`src/rtl/keypad_debouncer.sv`:
```
// keypad_debouncer: 2-FF synchroniser and per-key debounce for the 12-key pad.
// Produces a debounced level vector, one-cycle press and release pulses, and
// any-key / single-key flags.
// Optional auto-repeat of a single held key is compiled in when KEY_REPEAT_EN
// is defined. Without that macro, Kpress fires only on accepted edges.
module keypad_debouncer #(
   parameter int N_KEYS       = 12,
   parameter int CNT_W        = 16,
   parameter int DB_CYCLES    = 50000,
   parameter int REPEAT_DELAY = 25000000,
   parameter int REPEAT_RATE  = 5000000
) (
   input  logic              CLK,
   input  logic              RST,
   input  logic [N_KEYS-1:0] Kin,
   output logic [N_KEYS-1:0] Kstate,
   output logic [N_KEYS-1:0] Kpress,
   output logic [N_KEYS-1:0] Krel,
   output logic              Kany,
   output logic              Kvalid
);

   if (DB_CYCLES < 1 || DB_CYCLES > (2 ** CNT_W) - 1) begin : g_bad_db
      $error("keypad_debouncer: DB_CYCLES out of range for CNT_W");
   end
   if (REPEAT_DELAY < 1 || REPEAT_RATE < 1) begin : g_bad_rep
      $error("keypad_debouncer: REPEAT_DELAY and REPEAT_RATE must be >= 1");
   end

   localparam logic [CNT_W-1:0] CNT_LAST = CNT_W'(DB_CYCLES - 1);

   logic [N_KEYS-1:0] sync1;
   logic [N_KEYS-1:0] ks;
   logic [CNT_W-1:0]  cnt     [N_KEYS];
   logic [CNT_W-1:0]  cnt_nxt [N_KEYS];
   logic [N_KEYS-1:0] kstate_nxt;
   logic [N_KEYS-1:0] press_edge;
   logic [N_KEYS-1:0] rel_edge;
   logic [N_KEYS-1:0] press_nxt;

   // Per-key stability counter; a change is accepted after DB_CYCLES differing samples.
   always_comb begin
      kstate_nxt = Kstate;
      press_edge = '0;
      rel_edge   = '0;
      for (int unsigned i = 0; i < unsigned'(N_KEYS); i++) begin
         cnt_nxt[i] = cnt[i];
         if (ks[i] == Kstate[i]) begin
            cnt_nxt[i] = '0;
         end else if (cnt[i] == CNT_LAST) begin
            cnt_nxt[i]    = '0;
            kstate_nxt[i] = ks[i];
            press_edge[i] = ks[i];
            rel_edge[i]   = ~ks[i];
         end else begin
            cnt_nxt[i] = cnt[i] + CNT_W'(1);
         end
      end
   end

`ifdef KEY_REPEAT_EN
   localparam int REP_MAX = (REPEAT_DELAY > REPEAT_RATE) ? REPEAT_DELAY : REPEAT_RATE;
   localparam int RCNT_W  = $clog2(REP_MAX + 1);
   localparam logic [RCNT_W-1:0] DELAY_LAST = RCNT_W'(REPEAT_DELAY - 1);
   localparam logic [RCNT_W-1:0] RATE_LAST  = RCNT_W'(REPEAT_RATE - 1);

   typedef enum logic {R_DELAY, R_RATE} rep_state_t;

   rep_state_t        rstate, rstate_nxt;
   logic [RCNT_W-1:0] rcnt, rcnt_nxt;
   logic              rep_fire;

   // Repeat phase register: initial delay, then the steady repeat rate.
   always_ff @(posedge CLK) begin
      if (!RST) begin
         rstate <= R_DELAY;
         rcnt   <= '0;
      end else begin
         rstate <= rstate_nxt;
         rcnt   <= rcnt_nxt;
      end
   end

   // Repeat timing runs only while a single key is held and Kstate is unchanged.
   always_comb begin
      rstate_nxt = rstate;
      rcnt_nxt   = rcnt;
      rep_fire   = 1'b0;
      if (!Kvalid || (kstate_nxt != Kstate)) begin
         rstate_nxt = R_DELAY;
         rcnt_nxt   = '0;
      end else if (rstate == R_DELAY && rcnt == DELAY_LAST) begin
         rep_fire   = 1'b1;
         rstate_nxt = R_RATE;
         rcnt_nxt   = '0;
      end else if (rstate == R_RATE && rcnt == RATE_LAST) begin
         rep_fire   = 1'b1;
         rcnt_nxt   = '0;
      end else begin
         rcnt_nxt = rcnt + RCNT_W'(1);
      end
      press_nxt = press_edge | (rep_fire ? Kstate : '0);
   end
`else
   // Press pulses come only from accepted edges.
   always_comb begin
      press_nxt = press_edge;
   end
`endif

   // Synchroniser, debounce state and registered outputs.
   always_ff @(posedge CLK) begin
      if (!RST) begin
         sync1  <= '0;
         ks     <= '0;
         Kstate <= '0;
         Kpress <= '0;
         Krel   <= '0;
         Kany   <= 1'b0;
         Kvalid <= 1'b0;
         for (int unsigned i = 0; i < unsigned'(N_KEYS); i++) begin
            cnt[i] <= '0;
         end
      end else begin
         sync1  <= Kin;
         ks     <= sync1;
         Kstate <= kstate_nxt;
         Kpress <= press_nxt;
         Krel   <= rel_edge;
         Kany   <= |kstate_nxt;
         Kvalid <= $onehot(kstate_nxt);
         for (int unsigned i = 0; i < unsigned'(N_KEYS); i++) begin
            cnt[i] <= cnt_nxt[i];
         end
      end
   end

endmodule

```
`config.mk`:
```
export PLATFORM = sky130hd
export DESIGN_NAME = keypad_debouncer
export DESIGN_NICKNAME = d
export VERILOG_FILES = /design/src/rtl/keypad_debouncer.sv
export SDC_FILE = /design/constraint.sdc
export NUM_CORES = 1
export LEC_CHECK = 0
export BUFFER_PORTS_ARGS = -buffer_cell sky130_fd_sc_hd__clkbuf_2
export CAP_MARGIN = 10
export CORE_ASPECT_RATIO = 1.2
export CORE_UTILIZATION = 55
export CTS_CLUSTER_DIAMETER = 50
export CTS_CLUSTER_SIZE = 28
export DETAILED_ROUTE_END_ITERATION = 8
export GPL_TIMING_DRIVEN = 0
export PLACE_DENSITY = 0.87
export SETUP_SLACK_MARGIN = 0.05
export SLEW_MARGIN = 30
export SYNTH_ARGS = -nofsm -noshare
export SYNTH_HDL_FRONTEND = slang
export SYNTH_SLANG_ARGS = --single-unit
```
`constraint.sdc`:
```
create_clock -name CLK -period 4.2 [get_ports CLK]
set_input_delay 0.21 -clock CLK [delete_from_list [all_inputs] [get_ports CLK]]
set_output_delay 0.21 -clock CLK [all_outputs]
set_load 0.05 [all_outputs]
```
# Word level (Yosys, flattened, before mapping)
# Memories as Yosys holds them, arrays and structs flattened.
# Index checks and enable logic that the tools add are counted.
# word_totals
register_bits,62
ram_bits,192
output_inout_bits,38
wordCells,190
n_memories,1
# mem_list
memory,depth,width,read_ports,rd_clocked_by_memory_dff,wr,line_no,source
cnt,12,16,12,0,12,34,logic [CNT_W-1:0] cnt [N_KEYS];
# classes
addsub,23
n_eq_ne,25
mux,62
n_bitwise,37
n_reduce_logical,13
# ops
cell,count
$mux 16,36
$add 16x1->16 const B,12
$eq 16x16->1 const B,12
$reduce_or 3->1,12
$mux 1,26
$not 1->1,25
$add 1x1->2,6
$eq 1x1->1,12
$or 1x1->1,12
$reduce_or 12->1,1
$add 2x2->3,3
$add 3x3->4,1
$add 4x3->4,1
$eq 4x1->1 const B,1

# Longest topological paths before layout
# Gate-level depths: netlist of the first run.
# logic_depth
depth_word,8
mapped_depth,15

# Least setup slack after synthesis of the first run
# No wires, ideal clock.
# synth_path
kind,reg-to-reg
from,memory cnt[0][4]
to,register Kvalid
setup_ns,0.129
t_arrival_ns,4.417
setup_slack_ns,-0.346
stages_incl_launch_ff,15
n_path_buf,0
period_less_slack_ns,4.546
cell_sequence,dfxtp_1 -> or4_1 -> or4_4 -> mux2i_1 -> fa_1 -> fa_1 -> fa_1 -> fa_1 -> inv_1 -> ha_1 -> inv_1 -> fa_1 -> nor2b_1 -> a31oi_1 -> nor4_1
# synth_lines
element,line_no,source
from (decl),34,
to (signal assigned),131,Kvalid <= $onehot(kstate_nxt);
to (decl),20,output logic Kvalid

==> results of run 1 <==
-- Yosys cell counts (2+ instances only) --
| cell | count |
|---|---|
| inv_1 | 37 |
| nand4_1 | 40 |
| fa_1 | 7 |
| or2_2 | 10 |
| clkbuf_1 | 17 |
| xor2_1 | 85 |
| and4b_1 | 3 |
| nor4_1 | 10 |
| or4bb_1 | 2 |
| mux2i_1 | 12 |
| o21ai_0 | 4 |
| ha_1 | 17 |
| nand3_1 | 75 |
| dfxtp_1 | 254 |
| and2_1 | 25 |
| nor3b_1 | 24 |
| buf_2 | 2 |
| or3_1 | 7 |
| nand2_1 | 49 |
| nor4bb_1 | 16 |
| nor3_1 | 26 |
| xnor2_1 | 91 |
| nor2_1 | 239 |
| and3_1 | 34 |
| and4_1 | 5 |
| nor4b_1 | 8 |
| a21oi_1 | 4 |
-- per-layer routing --
metal | vias to the layer above | share of wire
met4 | 0 | 0.032
li1 | 3897 | -
met2 | 164 | 0.51
met5 | - | 0
met1 | 3692 | 0.42
met3 | 45 | 0.040
-- power breakdown --
part,switching [uW],internal (uW)
sequential,10.8,2420
combinational,39.9,26.4
clock,993,993
total,1040,3440
-- worst paths after layout --
kind / start / end / slack, ps / depth (start not counted)
max reg2reg: cnt[0][52]$_SDFF_PP0_ / Kvalid$_SDFF_PN0_ / -520 / 14
max: cnt[0][52]$_SDFF_PP0_ / Kvalid$_SDFF_PN0_ / -520 / 14
min: Kin[3] / sync1[3]$_SDFF_PN0_ / 440 / 3
min reg2reg: sync1[5]$_SDFF_PN0_ / ks[5]$_SDFF_PN0_ / 440 / 1
-- logic make-up (layout without fill, tap and decap cells) --
| logic type | Yosys count | count (layout) | share of synthesized area |
|---|---|---|---|
| XOR/XNOR | 176 | 176 | 0.149 |
| flip-flops | 254 | 254 | 0.493 |
| AND/OR/NAND/NOR | 580 | 580 | 0.285 |
| AO/OA/AOI/OAI | 10 | 10 | 0.00533 |
| multiplexers | 12 | 12 | 0.0116 |
| buffers and inverters | 58 | 163 | 0.0217 |
| adder cells (fa/ha/maj) | 24 | 24 | 0.0342 |
-- worst reg2reg max path: stages (launching register included) --
cell	delay [ps]
dfxtp_4	350
or4b_4	550
nor4_4	390
mux2i_4	360
fa_1	490
fa_1	480
fa_1	520
fa_1	420
inv_1	70
ha_2	180
inv_2	40
fa_2	330
nor2b_1	140
a31oi_1	200
nor4_2	50
-- layout make-up --
type	count	share of cell area
Inverter	37	0.0117
Tap cell	252	0.0266
Timing Repair Buffer	68	0.0351
Sequential cell	254	0.430
Buffer	21	0.00719
Clock buffer	22	0.0447
Multi-Input combinational cell	802	0.429
Clock inverter	15	0.0155
-- registers in the layout, indices dropped and copies added (netlist names) --
register,cells
ks,12
Kany,1
sync1,12
Kstate,12
cnt,192
Kvalid,1
Kpress,12
Krel,12
-- per-stage QoR --
| stage | power, uW | TNS [ps] | hold slack [ps] |
|---|---|---|---|
| final | 4480 | -520 | 440 |
| after global routing | 4630 | -593 | 439 |
| after CTS | 4510 | -514 | 433 |
| after detailed placement | 2540 | -821 | 419 |
| after global placement | 2540 | -644 | 414 |
| after floorplan | 2520 | -252 | 337 |
-- what timing repair did --
item | CTS | global route
gates resized for setup | 11 | 6
buffers inserted | 3 | 1
endpoints found under the setup margin | 1 | 1
hold buffers | 13 | 0
endpoints found under the hold margin | 13 | 0
pin swaps | 7 | 4
==> metrics, run 1 <==
outcome finished with violations; failing checks negative setup slack; part of the Yosys area used for sequential elements 0.493; core box area 0.0183 sq mm; met2 track utilization from global routing 0.388; residual antenna-violating net count after detailed routing 0; area of the mapped netlist approximately 0.010 sq mm; Mean Syn Cell Area 9.27 sq um; Max stage delay on crit path approximately 550 ps; width of the die 127 microns; fraction of the cycle the final worst path needs 1.12; area of all placed cells without fillers 0.0118 sq mm; Mapped Cells 1,114; total count of hold-check failures in the final report 0; Worst Path Max Fanout 3; most common flop cell mapped by yosys dfxtp_1; warning count from the yosys run 0; final cell utilization of the core 0.647; DRC errors left 0; share of the synthesized area in the top cell type 0.493; post-synthesis sequential element count 254; pin count of the biggest net entering global routing 24; average vias per placed instance 5.30; most repeated library cell on the critical path fa_1; clock-pin slew on the worst setup and hold paths 80 ps; distinct cell type count after synthesis 38; minimum setup slack in the final design -520 ps; peak ir drop on the vdd network 269 uV; clock latency reported for the late side of the worst-skew pair between 500 and 600 ps; worst min path class input pin to flop; commonest non-fill, non-tap cell in the layout dfxtp_1; power density cells 379 mW/mm^2; number of flops mapped to enable cells by yosys 0; fill count 1,390; Worst Tran Pin Value 695 ps; port bufs 51; biggest area consumer among synthesized cells dfxtp_1; CP max stage cell or4b_4; CTS HTree Levels 1; post-synthesis to final-layout area growth 14.7%; first-pass GRT wire length 34,500 microns; CP top delay family adder cells; Maximum Capacitance Violations 0; starting density of the core 0.564; Post-Place Setup Slack -821 ps; Ant. Diodes 0; std cell rows 54; met1 routing resource usage after global routing 0.254; number of global-route vias before repair roughly 7.6k; placement-stage cell area 0.0109 sq mm; cell breakdown of the critical path or4b_4 > nor4_4 > mux2i_4 > fa_1 > fa_1 > fa_1 > fa_1 > inv_1 > ha_2 > inv_2 > fa_2 > nor2b_1 > a31oi_1 > nor4_2; ratio of cells with drive above 1 in the final layout 0.100; final count of pins violating max slew 0; final clock skew 18.2 ps; clock tree from TritonCTS built; number of sinks on the clock net approximately 250; placed cell count 1,417; non-filler instance count after layout between 1k and 1.5k; worst slew slack as a fraction of its limit 0.537; buffer type at the clock tree root clkbuf_16; number of buffers added by the clock tree synthesis step 21; average detailed-routed wire length per instance 13.9 microns; Routed WL 20,400 microns; via count of the routed design 7,798; peak-usage layer in the global routing report met2; startpoint type of the worst setup path flop; met3 Usage GRT 0.0264; top library cells by usage in the layout, fill and taps aside dfxtp_1, nor2_1, xnor2_1; endpoint arrival time on the critical path 5080 ps; initial antenna violation count 0; GRT Resource Usage Total 0.214; total number of nets in the final design 1,243; detailed router's first-iteration violation count 403; data required time at the worst endpoint 4560 ps; number of nets produced by synthesis 1,152; area taken by multi-input logic gates 0.00508 sq mm; number of buffers on the longest clock path 3; Ports 52; placed wire-length estimate 14,100 microns; share of synthesized flip-flops with an asynchronous set or reset 0; static leakage 0.00414 uW; overflow left after global routing 0; area enclosed by the die boundary 0.0193 sq mm; Period minus WS final 4720 ps; Setup-failing EPs final 1; detailed-router iteration count before antenna repair 5; element type at the critical path end flop; maximum achievable frequency 0.212 GHz; RD Place Congestion 0.843; Storage cell area 0.00509 sq mm; height of the chip 152 microns; path type of the worst setup path flop to flop; top post-synthesis cells by area dfxtp_1, nor2_1, xnor2_1; worst path bufs/invs 2; RSZ-0062 raised after global routing true
Power figures use the tool's default switching activity.
==> inputs of run 2 (changes only) <==
--- a/config.mk
+++ b/config.mk
@@ -5,15 +5,16 @@
 export SDC_FILE = /design/constraint.sdc
 export NUM_CORES = 1
 export LEC_CHECK = 0
+export ABC_AREA = 1
 export BUFFER_PORTS_ARGS = -buffer_cell sky130_fd_sc_hd__clkbuf_2
 export CAP_MARGIN = 10
 export CORE_ASPECT_RATIO = 1.2
-export CORE_UTILIZATION = 55
+export CORE_UTILIZATION = 35
 export CTS_CLUSTER_DIAMETER = 50
 export CTS_CLUSTER_SIZE = 28
 export DETAILED_ROUTE_END_ITERATION = 8
 export GPL_TIMING_DRIVEN = 0
-export PLACE_DENSITY = 0.87
+export PLACE_DENSITY = 0.63
 export SETUP_SLACK_MARGIN = 0.05
 export SLEW_MARGIN = 30
 export SYNTH_ARGS = -nofsm -noshare
==> constraint.sdc (replaced) <==
create_clock -name CLK -period 3.9 [get_ports CLK]
set_input_delay 0.195 -clock CLK [delete_from_list [all_inputs] [get_ports CLK]]
set_output_delay 0.195 -clock CLK [all_outputs]
set_load 0.05 [all_outputs]
==> run 2 against run 1 <==
Against the previous run: the flow finishes with violations (design-rule violations, negative setup slack); total power up 23%; flip-flop and latch count did not move; setup slack better by 180 ps; clock power up 41%; critical path depth increased by 1; routed wire length is 16% higher; hold slack got worse by 310 ps; final cell count rose by 39%; via count increased by 23%; critical path type unchanged.
==> metrics, run 2 <==
outcome finished with violations; failing checks design-rule violations, negative setup slack; share of synthesized flip-flops with an asynchronous set or reset 0; Setup-failing EPs final 1; placement-stage cell area approximately 0.012 sq mm; final clock skew 18.7 ps; R2R cell count 15; number of buffers added by the clock tree synthesis step 29; buffer type at the clock tree root clkbuf_16; post-synthesis sequential element count roughly 250; register-to-register path setup slack -340 ps; clock latency reported for the late side of the worst-skew pair 550 ps; placed wire-length estimate 17,500 microns; origin of the worst setup path cnt[0][7]$_SDFF_PP0_; power density cells 409 mW/mm^2; std cell rows 71; minimum setup slack in the final design -342 ps; RSZ-0062 raised after global routing true; path type of the worst setup path flop to flop; commonest non-fill, non-tap cell in the layout nand2_1; Ports 52; via count of the routed design 9,604; met3 WL between 900 and 1000 microns; GRT Resource Usage Total 0.147; area of all placed cells without fillers between 0.01 and 0.015 sq mm; number of global-route vias before repair between 9k and 10k; average vias per placed instance 4.69; RD Place Congestion 0.818; first-pass GRT wire length just over 40,000 microns; total count of hold-check failures in the final report 0; initial antenna violation count 0; clock-pin slew on the worst setup and hold paths 70 ps; WL met1 approximately 11,000 microns; number of buffers on the longest clock path 3; height of the chip 199 microns; overflow left after global routing 0; average detailed-routed wire length per instance between 10 and 15 microns; Worst Path Max Fanout 6; peak ir drop on the vdd network ~360 uV; total met2 wirelength after detailed routing 11,400 microns; biggest area consumer among synthesized cells dfxtp_1; DRC errors left 6; data required time at the worst endpoint about 4400 ps; top post-synthesis cells by area dfxtp_1, nand2_1, nor2_1; part of the Yosys area used for sequential elements 0.448; element type at the critical path end flop; residual antenna-violating net count after detailed routing 0; reg-to-reg critical path endpoint Kvalid$_SDFF_PN0_; total number of nets in the final design ~1.7k; Mapped Cells 1,521; worst-case hold slack 129 ps; final count of pins violating max slew 0; post-route setup TNS -342 ps; startpoint type of the worst setup path flop; fraction of the cycle the final worst path needs 1.09; area of the mapped netlist 0.0114 sq mm; share of the synthesized area in the top cell type 0.448; beginning of the worst register-to-register path cnt[0][7]$_SDFF_PP0_; max reg flops 192; clock tree from TritonCTS built; endpoint arrival time on the critical path 4690 ps; area enclosed by the die boundary 0.0332 sq mm; starting density of the core 0.359; Period minus WS final 4240 ps; ratio of cells with drive above 1 in the final layout 0.152; number of sinks on the clock net ~250; number of nets produced by synthesis 1,559; Largest Register cnt; cell with the most instances after synthesis nand2_1; static leakage 0.00494 uW; Ant. Diodes 0; most common library cells after synthesis nand2_1, dfxtp_1, nor2_1, inv_1, nand3_1; Worst Tran Pin Value 749 ps; maximum achievable frequency 0.236 GHz; top routing layer used met4; distinct cell type count after synthesis 47; Mean Syn Cell Area 7.47 sq um; capturing instance or port of the critical path Kvalid$_SDFF_PN0_; top library cells by usage in the layout, fill and taps aside nand2_1, nor2_1, dfxtp_1; pin count of the biggest net entering global routing 19; CTS HTree Levels 1; Maximum Capacitance Violations 0; fill count 3,218; width of the die 166 microns; warning count from the yosys run 0; worst slew slack as a fraction of its limit 0.501; number of flops mapped to enable cells by yosys 0; core box area 0.0316 sq mm; detailed router's first-iteration violation count around 370; post-synthesis to final-layout area growth 18.7%; Routed WL 23,700 microns; port bufs 51; detailed-router iteration count before antenna repair 7; most common flop cell mapped by yosys dfxtp_1; worst min path class input pin to flop
==> run 2: cell count changes after synthesis, moves of 14 or more <==
| cell | before | now |
|---|---|---|
| a21oi_1 | 4 | 76 |
| and2_1 | 25 | 2 |
| and3_1 | 34 | 0 |
| inv_1 | 37 | 207 |
| nand2_1 | 49 | 281 |
| nand4_1 | 40 | 26 |
| nor2_2 | 0 | 21 |
| nor3_1 | 26 | 66 |
| nor4bb_1 | 16 | 0 |
| o21a_1 | 0 | 15 |
| o21ai_0 | 4 | 19 |
| xnor2_1 | 91 | 8 |
| xor2_1 | 85 | 24 |
==> run 2: area by class of cell <==
class                           instances  area, sq um  share of cell area
Clock buffer                           33          761              0.0564
Tap cell                              401          502              0.0372
Multi-Input combinational cell       1030         5490               0.407
Inverter                              220          826              0.0612
Timing Repair Buffer                   75          465              0.0345
Sequential cell                       254         5100               0.378
Buffer                                 17         90.1             0.00668
Clock inverter                         19          249              0.0185
==> run 2: logic make-up after synthesis <==
| kind of cell | share of synthesized area |
|---|---|
| compound gates | 0.0720 |
| xor+xnor | 0.0247 |
| fa+ha+maj | 0.0311 |
| buf+inv | 0.0806 |
| flops | 0.448 |
| simple gates | 0.344 |
==> run 2: power breakdown <==
group	switching [uW]	leakage [uW]	internal [uW]	total (uW)
registers	9.77	0.00206	2610	2620
clock network	1160	0.000477	1640	2800
logic	56.1	0.00240	30.9	87.0
total	1230	0.00494	4280	5510
==> run 2: how the worst min path moves through the flow <==
stage / startpoint / cells past startpoint / slack (ps) / to
2_1_floorplan: Kin[0] / 2 / 290 / sync1[0]$_SDFF_PN0_
3_3_place_gp: Kin[5] / 3 / 380 / sync1[5]$_SDFF_PN0_
3_5_place_dp: Kin[5] / 3 / 380 / sync1[5]$_SDFF_PN0_
4_1_cts: RST / 3 / 110 / Krel[11]$_SDFF_PP0_
5_1_grt: RST / 3 / 140 / Krel[11]$_SDFF_PP0_
6_report: RST / 3 / 130 / Krel[11]$_SDFF_PP0_
==> run 2: timing repair <==
action,CTS,global route
setup buffers,12,0
pin swaps,15,0
endpoints found under the hold margin,12,0
gates resized for setup,28,1
endpoints found under the setup margin,1,1
hold buffers,12,0
==> run 2: routing by layer <==
| layer | GRT usage | vias to the layer above |
|---|---|---|
| met5 | 0 | - |
| met1 | 0.171 | 4332 |
| met4 | 0.0484 | 0 |
| li1 | - | 5103 |
| met3 | 0.0234 | 32 |
| met2 | 0.274 | 137 |
==> run 2: through the flow <==
stage / setup slack (ps) / util / power, uW / std cells
after floorplan: -179 / - / 2720 / 1521
after global placement: -590 / 0.385 / 2750 / 1973
after detailed placement: -598 / 0.385 / 2760 / 1973
after CTS: -342 / 0.426 / 5590 / 2049
after global routing: -633 / 0.426 / 5710 / 2049
final: -342 / 0.426 / 5510 / 2049
==> run 2: critical path, cell delays in order, from the launching register on <==
cell and delay (ps):
dfxtp_2 350, nor2_1 100, nand3_1 80, nor3_2 240
nand3_2 140, o21a_4 240, fa_1 460, fa_1 490
fa_1 520, fa_1 420, inv_1 70, ha_2 180
inv_2 40, fa_2 510, o211ai_1 100, a2111oi_2 220
